File: src/rtl/regfile_pkg.sv
`default_nettype none
// +----------------------------------------------------------------------+
// | regfile_pkg: shared controller state encoding and depth helper.      |
// | Rev 1.0                                                              |
// +----------------------------------------------------------------------+
package regfile_pkg;

    typedef enum logic [0:0] {
        CLEAR = 1'b0,
        RUN   = 1'b1
    } state_t;

    function automatic int regfile_depth(input int aw);
        return 1 << aw;
    endfunction

endpackage : regfile_pkg
`default_nettype wire

File: src/rtl/regfile_clear_fsm.sv
`default_nettype none
// +----------------------------------------------------------------------+
// | regfile_clear_fsm: CLEAR/RUN controller sweeping zeros through the   |
// | register array. Rev 1.0                                              |
// +----------------------------------------------------------------------+
module regfile_clear_fsm
    import regfile_pkg::*;
#(
    parameter int ADDR_W = 4
) (
    input  logic              clk,
    input  logic              rst,
    input  logic              i_clr,
    output logic              clear_we,
    output logic [ADDR_W-1:0] clear_addr,
    output logic              ready
);

    state_t            r_state;
    state_t            w_state_next;
    logic [ADDR_W-1:0] r_idx;
    logic [ADDR_W-1:0] w_idx_next;
    logic              r_ready;

    always_ff @(posedge clk) begin
        if (rst) begin
            r_state <= CLEAR;
            r_idx   <= '0;
            r_ready <= 1'b0;
        end else begin
            r_state <= w_state_next;
            r_idx   <= w_idx_next;
            r_ready <= (w_state_next == RUN);
        end
    end

    always_comb begin
        w_state_next = r_state;
        w_idx_next   = r_idx;
        case (r_state)
            CLEAR: begin
                if (i_clr) begin
                    w_idx_next = '0;
                end else if (r_idx == {ADDR_W{1'b1}}) begin
                    w_state_next = RUN;
                    w_idx_next   = '0;
                end else begin
                    w_idx_next = r_idx + 1'b1;
                end
            end
            RUN: begin
                if (i_clr) begin
                    w_state_next = CLEAR;
                    w_idx_next   = '0;
                end
            end
            default: begin
                w_state_next = CLEAR;
                w_idx_next   = '0;
            end
        endcase
    end

    assign clear_we   = (r_state == CLEAR);
    assign clear_addr = r_idx;
    assign ready      = r_ready;

endmodule : regfile_clear_fsm
`default_nettype wire

File: src/rtl/param_register_file.sv
`default_nettype none
// +----------------------------------------------------------------------+
// | param_register_file: 1W/2R register file with sweep clear, write-    |
// | through bypass and registered read ports. Rev 1.0                    |
// +----------------------------------------------------------------------+
module param_register_file
    import regfile_pkg::*;
#(
    parameter int DATA_W   = 16,
    parameter int ADDR_W   = 4,
    parameter int ZERO_REG = 0
) (
    input  logic              Clk,
    input  logic              Rst,
    input  logic              Clr,
    input  logic [DATA_W-1:0] W_data,
    input  logic [ADDR_W-1:0] W_addr,
    input  logic              W_en,
    input  logic [ADDR_W-1:0] Ra_addr,
    input  logic [ADDR_W-1:0] Rb_addr,
    input  logic              Ra_en,
    input  logic              Rb_en,
    output logic [DATA_W-1:0] Ra_data,
    output logic [DATA_W-1:0] Rb_data,
    output logic              Ready,
    output logic              W_drop
);

    localparam int c_DEPTH = regfile_depth(ADDR_W);

    logic [DATA_W-1:0] r_mem [c_DEPTH];
    logic [DATA_W-1:0] r_ra_data;
    logic [DATA_W-1:0] r_rb_data;
    logic              r_w_drop;

    logic              w_clear_we;
    logic [ADDR_W-1:0] w_clear_addr;
    logic              w_run;
    logic              w_zero_hit;
    logic              w_wr_acc;
    logic              w_drop;
    logic [DATA_W-1:0] w_ra_next;
    logic [DATA_W-1:0] w_rb_next;

    regfile_clear_fsm #(
        .ADDR_W(ADDR_W)
    ) u_clear_fsm (
        .clk       (Clk),
        .rst       (Rst),
        .i_clr     (Clr),
        .clear_we  (w_clear_we),
        .clear_addr(w_clear_addr),
        .ready     (w_run)
    );

    // Writes to a hardwired-zero register vanish without being flagged.
    assign w_zero_hit = (ZERO_REG != 0) && (W_addr == '0);
    assign w_wr_acc   = !Rst && w_run && W_en && !Clr && !w_zero_hit;
    assign w_drop     = W_en && (!w_run || Clr) && !w_zero_hit;

    always_ff @(posedge Clk) begin
        if (w_clear_we) begin
            r_mem[w_clear_addr] <= '0;
        end else if (w_wr_acc) begin
            r_mem[W_addr] <= W_data;
        end
    end

    assign w_ra_next = (!w_run || ((ZERO_REG != 0) && (Ra_addr == '0))) ? '0 :
                       (w_wr_acc && (W_addr == Ra_addr))                 ? W_data :
                                                                           r_mem[Ra_addr];
    assign w_rb_next = (!w_run || ((ZERO_REG != 0) && (Rb_addr == '0))) ? '0 :
                       (w_wr_acc && (W_addr == Rb_addr))                 ? W_data :
                                                                           r_mem[Rb_addr];

    always_ff @(posedge Clk) begin
        if (Rst) begin
            r_ra_data <= '0;
            r_rb_data <= '0;
            r_w_drop  <= 1'b0;
        end else begin
            if (Ra_en) r_ra_data <= w_ra_next;
            if (Rb_en) r_rb_data <= w_rb_next;
            r_w_drop <= w_drop;
        end
    end

    assign Ra_data = r_ra_data;
    assign Rb_data = r_rb_data;
    assign Ready   = w_run;
    assign W_drop  = r_w_drop;

endmodule : param_register_file
`default_nettype wire

File: config.mk
export PLATFORM = sky130hd
export DESIGN_NAME = param_register_file
export DESIGN_NICKNAME = d
export VERILOG_FILES = /design/src/rtl/regfile_pkg.sv /design/src/rtl/regfile_clear_fsm.sv /design/src/rtl/param_register_file.sv
export SDC_FILE = /design/constraint.sdc
export NUM_CORES = 1
export LEC_CHECK = 0
export CAP_MARGIN = 10
export CORE_MARGIN = 2
export CORE_UTILIZATION = 60
export DETAILED_ROUTE_END_ITERATION = 8
export MAX_ROUTING_LAYER = met4
export PLACE_DENSITY = 0.8
export SYNTH_ARGS = -nofsm -noshare
export SYNTH_HDL_FRONTEND = slang
export SYNTH_SLANG_ARGS = --single-unit
File: constraint.sdc
create_clock -name Clk -period 3.25 [get_ports Clk]
set_input_delay 0.8125 -clock Clk [delete_from_list [all_inputs] [get_ports Clk]]
set_output_delay 0.8125 -clock Clk [all_outputs]
set_load 0.005 [all_outputs]
==> flow_metrics.tcl, run 1 <==
set metrics [dict create \
    syn_area_mm2 0.0144 \
    die_w_um 159 \
    avgSynthCellArea_um2 16.3 \
    powerDensity_mw_per_mm2 488 \
    tns_ns 0 \
    clk_path_buf_depth 3 \
    arrival_ns 2.85 \
    min_to "Rb_data[7]$_SDFFE_PP0P_" \
    dr.pass1.iters 5 \
    p_leak_nw 5.92 \
    yosysUniqueCellTypes 42 \
    min_from "Rb_data[7]$_SDFFE_PP0P_" \
    wl_per_cell_um 26.3 \
    avgViaCountPerCell 6.82 \
    place_worst_setup_slack_ns 0.204 \
    fmax_mhz 391 \
    synth_flop_cell "edfxtp_1" \
    r2r_cells 6 \
    min_path_type "flip-flop to flip-flop" \
    p_comb_share_pct 6.2 \
    ios 68 \
    grt_max_degree 49 \
    hold_buffers 0 \
    fin_crit_sh_pct 78.6 \
    worstReg2RegEnd "r_mem[14][0]$_DFFE_PP_" \
    end_kind "flip-flop" \
    initial_utilization_pct 61.3 \
    antenna_found_initial 0 \
    ys_async_sr_fraction_pct 0 \
    io_buffers 67 \
    crit_slowest_cell "a31oi_1" \
    core_mm2 0.0235 \
    yosysTopAreaCell "edfxtp_1" \
    critPathTopFamily "simple AND/OR/NAND/NOR gates" \
    totalWireLength_um 34300 \
    p_seq_share_pct 50.6 \
    fp.dieH_um 159 \
    clock_tree.htree_level_count 1 \
    switching_share_pct 21.4 \
    grt_usage_pct 28.2 \
    nNetsFinal 997 \
    areaGrowthSynthToFinish_pct 15.1 \
    rsz0062_at_grt "no" \
    fin_skew_ns 0.0135 \
    synth.most_common_cell "edfxtp_1" \
    ys_warn_count 0 \
    synthTopCellsByArea "edfxtp_1 (53%), mux4_2 (15%), dfxtp_1 (5.3%)" \
    tightest_slew_ns 0.976 \
    cts_root_buf "clkbuf_16" \
    post-cts-setup-buffer-count 0 \
    synth_edf_count 256 \
    post-route-util_pct 70.5 \
    clk_pin_slew_ns 0.06 \
    timing.hold.worst_path_depth 2 \
    pwr-share-clk_pct 43.1 \
    r2r_slack_ns 0.97 \
    ant_nets 0 \
    synth_nets 919 \
    layout-drive-gt1-share_pct 24.3 \
    cp-start-kind "input pin" \
    grt_pass1_wl_um 52900 \
    synth_top_area_share_pct 53.4 \
    worstPathMaxFanout 16 \
    worst-setup-path-type "input pin to flip-flop" \
    synth_cells 884 \
    relSlewSlack_pct 34.7 \
    hold_viol_final 0 \
    cts_tree "yes" \
    grt_pass1_vias 8836 \
    synth_seq_cells 294 \
    cp.required_ns 3.55 \
    setup_slack_ns 0.694 \
    post-route-min-period_ns 2.56 \
    hold_ws_ns 0.512 \
    ys_top_cells_by_count "edfxtp_1 (256), mux4_2 (98), mux2i_1 (64)" \
    rr_startpoint "u_clear_fsm.r_state$_SDFF_PP0_" \
    cts_resized 0 \
    setup_viol 0 \
    slew_viol_final 0 \
    cts_buffers 30 \
    first_iter_violations 1029 \
    nFillCells 1450 \
    die-area_mm2 0.0252 \
    worstPathCellList "clkdlybuf4s50_1, and4bb_1, nor3b_1, a31oi_1, nor2_1, buf_12" \
    p_switching_w 0.00173 \
    dp_hpwl_um 23100 \
    critPathBufInv 2 \
    post-route-drc-count 0 \
    vias 8895 \
    maxCapViolCount 0 \
    vdd_drop_max_v 0.000473 \
    power.total_w 0.00808 \
    cts_sinks 294 \
    insertion_delay_ns 0.55 \
    antenna_cells 0 \
    place_congestion 0.871 \
    row_count 56 \
    status "finished, final reports clean" \
    seq_area_frac_synth_pct 58.7 \
    critPathMaxStageDelay_ns 0.52 \
    intPower_w 0.00635 \
    grt_overflow 0 \
]
-- per-stage QoR --
stage	std cells	area, um^2
5_1_grt	1304	16600
3_3_place_gp	1249	15500
4_1_cts	1304	16600
6_report	1304	16600
2_1_floorplan	884	14400
3_5_place_dp	1249	15500
-- power by group through the flow --
stage	clock network [W]	registers, W	logic (W)
6_report	0.00348	0.00409	0.000504
3_5_place_dp	0	0.00417	0.000499
4_1_cts	0.00352	0.00409	0.000502
2_1_floorplan	0	0.00417	0.000345
3_3_place_gp	0	0.00417	0.000495
5_1_grt	0.00368	0.00409	0.000535
-- cell usage in the layout, fill, tap and decap left out, types with 9 or more instances in the layout --
master,instances
edfxtp_1,256
mux4_2,98
mux2i_1,64
clkdlybuf4s50_1,62
nand2b_1,61
buf_4,47
a221oi_1,40
dfxtp_1,38
a21oi_1,32
clkbuf_16,31
o31ai_1,30
a22o_1,30
a21boi_0,30
nor2_1,27
and2_1,20
a221oi_2,20
buf_12,13
a31oi_1,9
-- cells by family (layout without fill, tap and decap cells) --
| kind of cell | count (synthesis) | count (layout) | share of synthesized area (%) |
|---|---|---|---|
| buffers and inverters | 80 | 181 | 3.41 |
| muxes | 162 | 162 | 19.8 |
| xor gates and xnor gates | 9 | 9 | 0.652 |
| AOI/OAI and AO/OA | 201 | 201 | 11.5 |
| and+or+nand+nor | 137 | 137 | 5.82 |
| adders and majority gates | 1 | 1 | 0.0870 |
| DFF | 294 | 294 | 58.7 |
-- registers in the layout (all words and copies together), names as in the netlist --
signal / count
r_mem: 256
Rb_data: 16
W_drop: 1
u_clear_fsm.clear_addr: 4
u_clear_fsm.r_state: 1
Ra_data: 16
-- how the worst max path moves through the flow --
| stage | startpoint | end | slack, ns | depth (start not counted) |
|---|---|---|---|---|
| 6_report | W_en | r_mem[14][0]$_DFFE_PP_ | 0.69 | 6 |
| 5_1_grt | W_en | r_mem[14][15]$_DFFE_PP_ | 0.62 | 6 |
| 4_1_cts | W_en | r_mem[3][13]$_DFFE_PP_ | 0.76 | 6 |
| 3_5_place_dp | Clr | r_mem[3][6]$_DFFE_PP_ | 0.20 | 6 |
| 3_3_place_gp | W_en | r_mem[3][7]$_DFFE_PP_ | 0.31 | 6 |
| 2_1_floorplan | Rst | r_mem[12][0]$_DFFE_PP_ | 0.55 | 5 |
-- worst min-delay path: cells and delay by family (launching register included) --
family / cells / cell delay [ns]
flip-flops: 1 / 0.31
AND/OR/NAND/NOR: 1 / 0.08
AO/OA/AOI/OAI: 1 / 0.07
-- metal layers --
layer  part of all wire [%]  global-route usage (%)  up-vias
met5                      0                       -        -
met4                    1.4                    5.42        0
met3                     11                    6.77       39
met2                     48                    43.6      499
met1                     40                    39.2     4543
li1                       -                       -     3814
-- final cells by class --
class	count	area [um^2]	share of cell area [%]
multi-input cells	510	5450	32.9
clock inverters	22	225	1.36
inverters	3	11.3	0.0680
flip-flops and latches	294	8450	51.0
repair buffers	123	1240	7.48
well taps	319	399	2.41
clock buffers	33	783	4.73
Power figures use the tool's default switching activity.
==> run 2, diff against run 1 <==
--- a/config.mk
+++ b/config.mk
@@ -7,10 +7,10 @@
 export LEC_CHECK = 0
 export CAP_MARGIN = 10
 export CORE_MARGIN = 2
-export CORE_UTILIZATION = 60
+export CORE_UTILIZATION = 55
 export DETAILED_ROUTE_END_ITERATION = 8
 export MAX_ROUTING_LAYER = met4
-export PLACE_DENSITY = 0.8
+export PLACE_DENSITY = 0.78
 export SYNTH_ARGS = -nofsm -noshare
 export SYNTH_HDL_FRONTEND = slang
 export SYNTH_SLANG_ARGS = --single-unit
==> constraint.sdc (replaced) <==
create_clock -name Clk -period 2.27 [get_ports Clk]
set_input_delay 0.5675 -clock Clk [delete_from_list [all_inputs] [get_ports Clk]]
set_output_delay 0.5675 -clock Clk [all_outputs]
set_load 0.005 [all_outputs]
==> run 2 against run 1 <==
Utilization fell by 2.6 points. Combinational power increased by 70%. Sequential share of layout area decreased by 2.9 points. Worst setup slack lost 0.65 ns. Hold slack got worse by 0.21 ns. Total power up 47%. Non-clock buffer count increased by 55. Sequential power up 43%.
==> flow_metrics.tcl, run 2 (same netlist as run 1, synthesis figures left out) <==
set metrics [dict create \
    status "finished, final reports clean" \
    totalWireLength_um 36700 \
    intPower_w 0.00931 \
    vdd_drop_max_v 0.000673 \
    min_path_type "input pin to flip-flop" \
    grt_pass1_wl_um 56200 \
    cts_sinks 294 \
    clk_path_buf_depth 3 \
    grt_max_degree 39 \
    regMostFlops "r_mem" \
    post-route-min-period_ns 2.22 \
    cts_root_buf "clkbuf_16" \
    p_comb_share_pct 7.2 \
    rr_startpoint "u_clear_fsm.r_state$_SDFF_PP0_" \
    timing.hold.worst_path_depth 2 \
    relSlewSlack_pct 54.1 \
    hold_buffers 0 \
    multi_input_area_mm2 0.00545 \
    layout.cells.non_filler 1376 \
    rsz0062_at_grt "no" \
    switching_share_pct 21.5 \
    maxCapViolCount 0 \
    clk_pin_slew_ns 0.06 \
    areaGrowthSynthToFinish_pct 22.0 \
    fmax_mhz 450 \
    end_kind "primary output" \
    nFillCells 1663 \
    row_count 59 \
    pwr-share-clk_pct 43.3 \
    die-area_mm2 0.0275 \
    wl_per_cell_um 26.7 \
    r2r_slack_ns 0.33 \
    layout-drive-gt1-share_pct 28.2 \
    worst-setup-path-type "flip-flop to primary output" \
    tightest_slew_ns 0.688 \
    powerDensity_mw_per_mm2 675 \
    mostFrequentLayoutCells "edfxtp_1 (256), mux4_2 (98), mux2i_1 (64)" \
    worstPathMaxFanout 10 \
    p_switching_w 0.00254 \
    place_congestion 0.882 \
    insertion_delay_ns 0.56 \
    cp.required_ns 1.70 \
    cts_buffers 31 \
    post-route-drc-count 0 \
    first_iter_violations 1400 \
    post-route-util_pct 67.9 \
    hold_ws_ns 0.304 \
    ios 68 \
    hold_viol_final 0 \
    slew_viol_final 0 \
    antenna_found_initial 0 \
    min_to "u_clear_fsm.r_state$_SDFF_PP0_" \
    tns_ns 0 \
    p_seq_share_pct 49.4 \
    worstReg2RegEnd "r_mem[1][1]$_DFFE_PP_" \
    io_buffers 67 \
    ant_nets 0 \
    cts_tree "yes" \
    dr.pass1.iters 6 \
    grt_overflow 0 \
    mostFrequentLayoutCell "edfxtp_1" \
    seqCellArea_mm2 0.00845 \
    nNetsFinal 1053 \
    core_mm2 0.0258 \
    initial_utilization_pct 55.7 \
    fin_crit_sh_pct 97.9 \
    dp_hpwl_um 25600 \
    antenna_cells 0 \
    fin_skew_ns 0.00840 \
    setup_viol 0 \
    avgViaCountPerCell 6.68 \
    grt_usage_pct 27.5 \
    fp.dieH_um 166 \
    r2r_cells 6 \
    arrival_ns 1.66 \
    placedCellCount 1320 \
    largest_reg_flops 256 \
    min_from "Rst" \
    vias 9193 \
    clock_tree.htree_level_count 1 \
    grt_pass1_vias 9300 \
    p_leak_nw 6.35 \
    die_w_um 166 \
    cp-start-kind "flip-flop" \
]
run 2: changes by cell type in the layout (fill, tap and decap cells not counted):
| cell | previous run | this run |
|---|---|---|
| clkinvlp_2 | 1 | 0 |
| buf_4 | 47 | 59 |
| dfxtp_1 | 38 | 37 |
| clkbuf_1 | 2 | 3 |
| clkinvlp_4 | 2 | 5 |
| clkinv_2 | 7 | 6 |
| clkinv_4 | 3 | 0 |
| bufinv_16 | 4 | 5 |
| clkinv_1 | 4 | 5 |
| buf_12 | 13 | 56 |
| dfxtp_2 | 0 | 1 |
run 2: worst max-delay path, stage by stage, from the launching register on:
cell and delay (ns):
dfxtp_2 0.43, buf_4 0.18, clkdlybuf4s50_1 0.49
run 2: worst max path at each step:
stage | start | endpoint | slack, ns | cells past startpoint
after floorplan | Rst | r_mem[12][0]$_DFFE_PP_ | -0.19 | 5
after global placement | Rb_addr[0] | Rb_data[7]$_SDFFE_PP0P_ | -0.25 | 6
after detailed placement | Clr | r_mem[1][11]$_DFFE_PP_ | -0.30 | 7
after CTS | u_clear_fsm.r_state$_SDFF_PP0_ | Ready | 0.04 | 2
after global routing | u_clear_fsm.r_state$_SDFF_PP0_ | Ready | 0.004 | 2
final | u_clear_fsm.r_state$_SDFF_PP0_ | Ready | 0.05 | 2
run 2: metrics by stage:
step	worst slack, ns	power, W	instance area [um^2]
floorplan	-0.186	0.00646	14400
global placement	-0.248	0.00680	16500
detailed placement	-0.303	0.00682	16500
CTS	0.0448	0.0119	17500
global route	0.00418	0.0121	17500
finish	0.0470	0.0119	17500
run 2: per-layer routing:
layer / track usage (%) / wire, um / up-vias
met5: - / 0 / -
met4: 5.33 / 586 / 0
met3: 5.93 / 3660 / 57
met2: 42.7 / 17500 / 521
met1: 38.4 / 15000 / 4673
li1: - / - / 3942
run 2: power groups by stage:
stage	Combinational [W]	Sequential (W)	Clock, W
3_3_place_gp	0.000834	0.00597	0
2_1_floorplan	0.000494	0.00596	0
5_1_grt	0.000902	0.00586	0.00538
4_1_cts	0.000853	0.00586	0.00518
6_report	0.000858	0.00586	0.00514
3_5_place_dp	0.000846	0.00597	0
run 2: final cells by class:
cell class / instances / area share (%)
clock buffer: 34 / 4.48
clock inverter: 22 / 1.40
inverter: 3 / 0.0642
multi-input combinational: 510 / 31.0
sequential: 294 / 48.1
tap: 335 / 2.39
timing repair buffer: 178 / 12.5
run 2: timing repair:
action / 4_1_cts / 5_1_grt
endpoints found under the setup margin: 1 / 0
gates resized for setup: 1 / 0
buffers inserted: 0 / 0
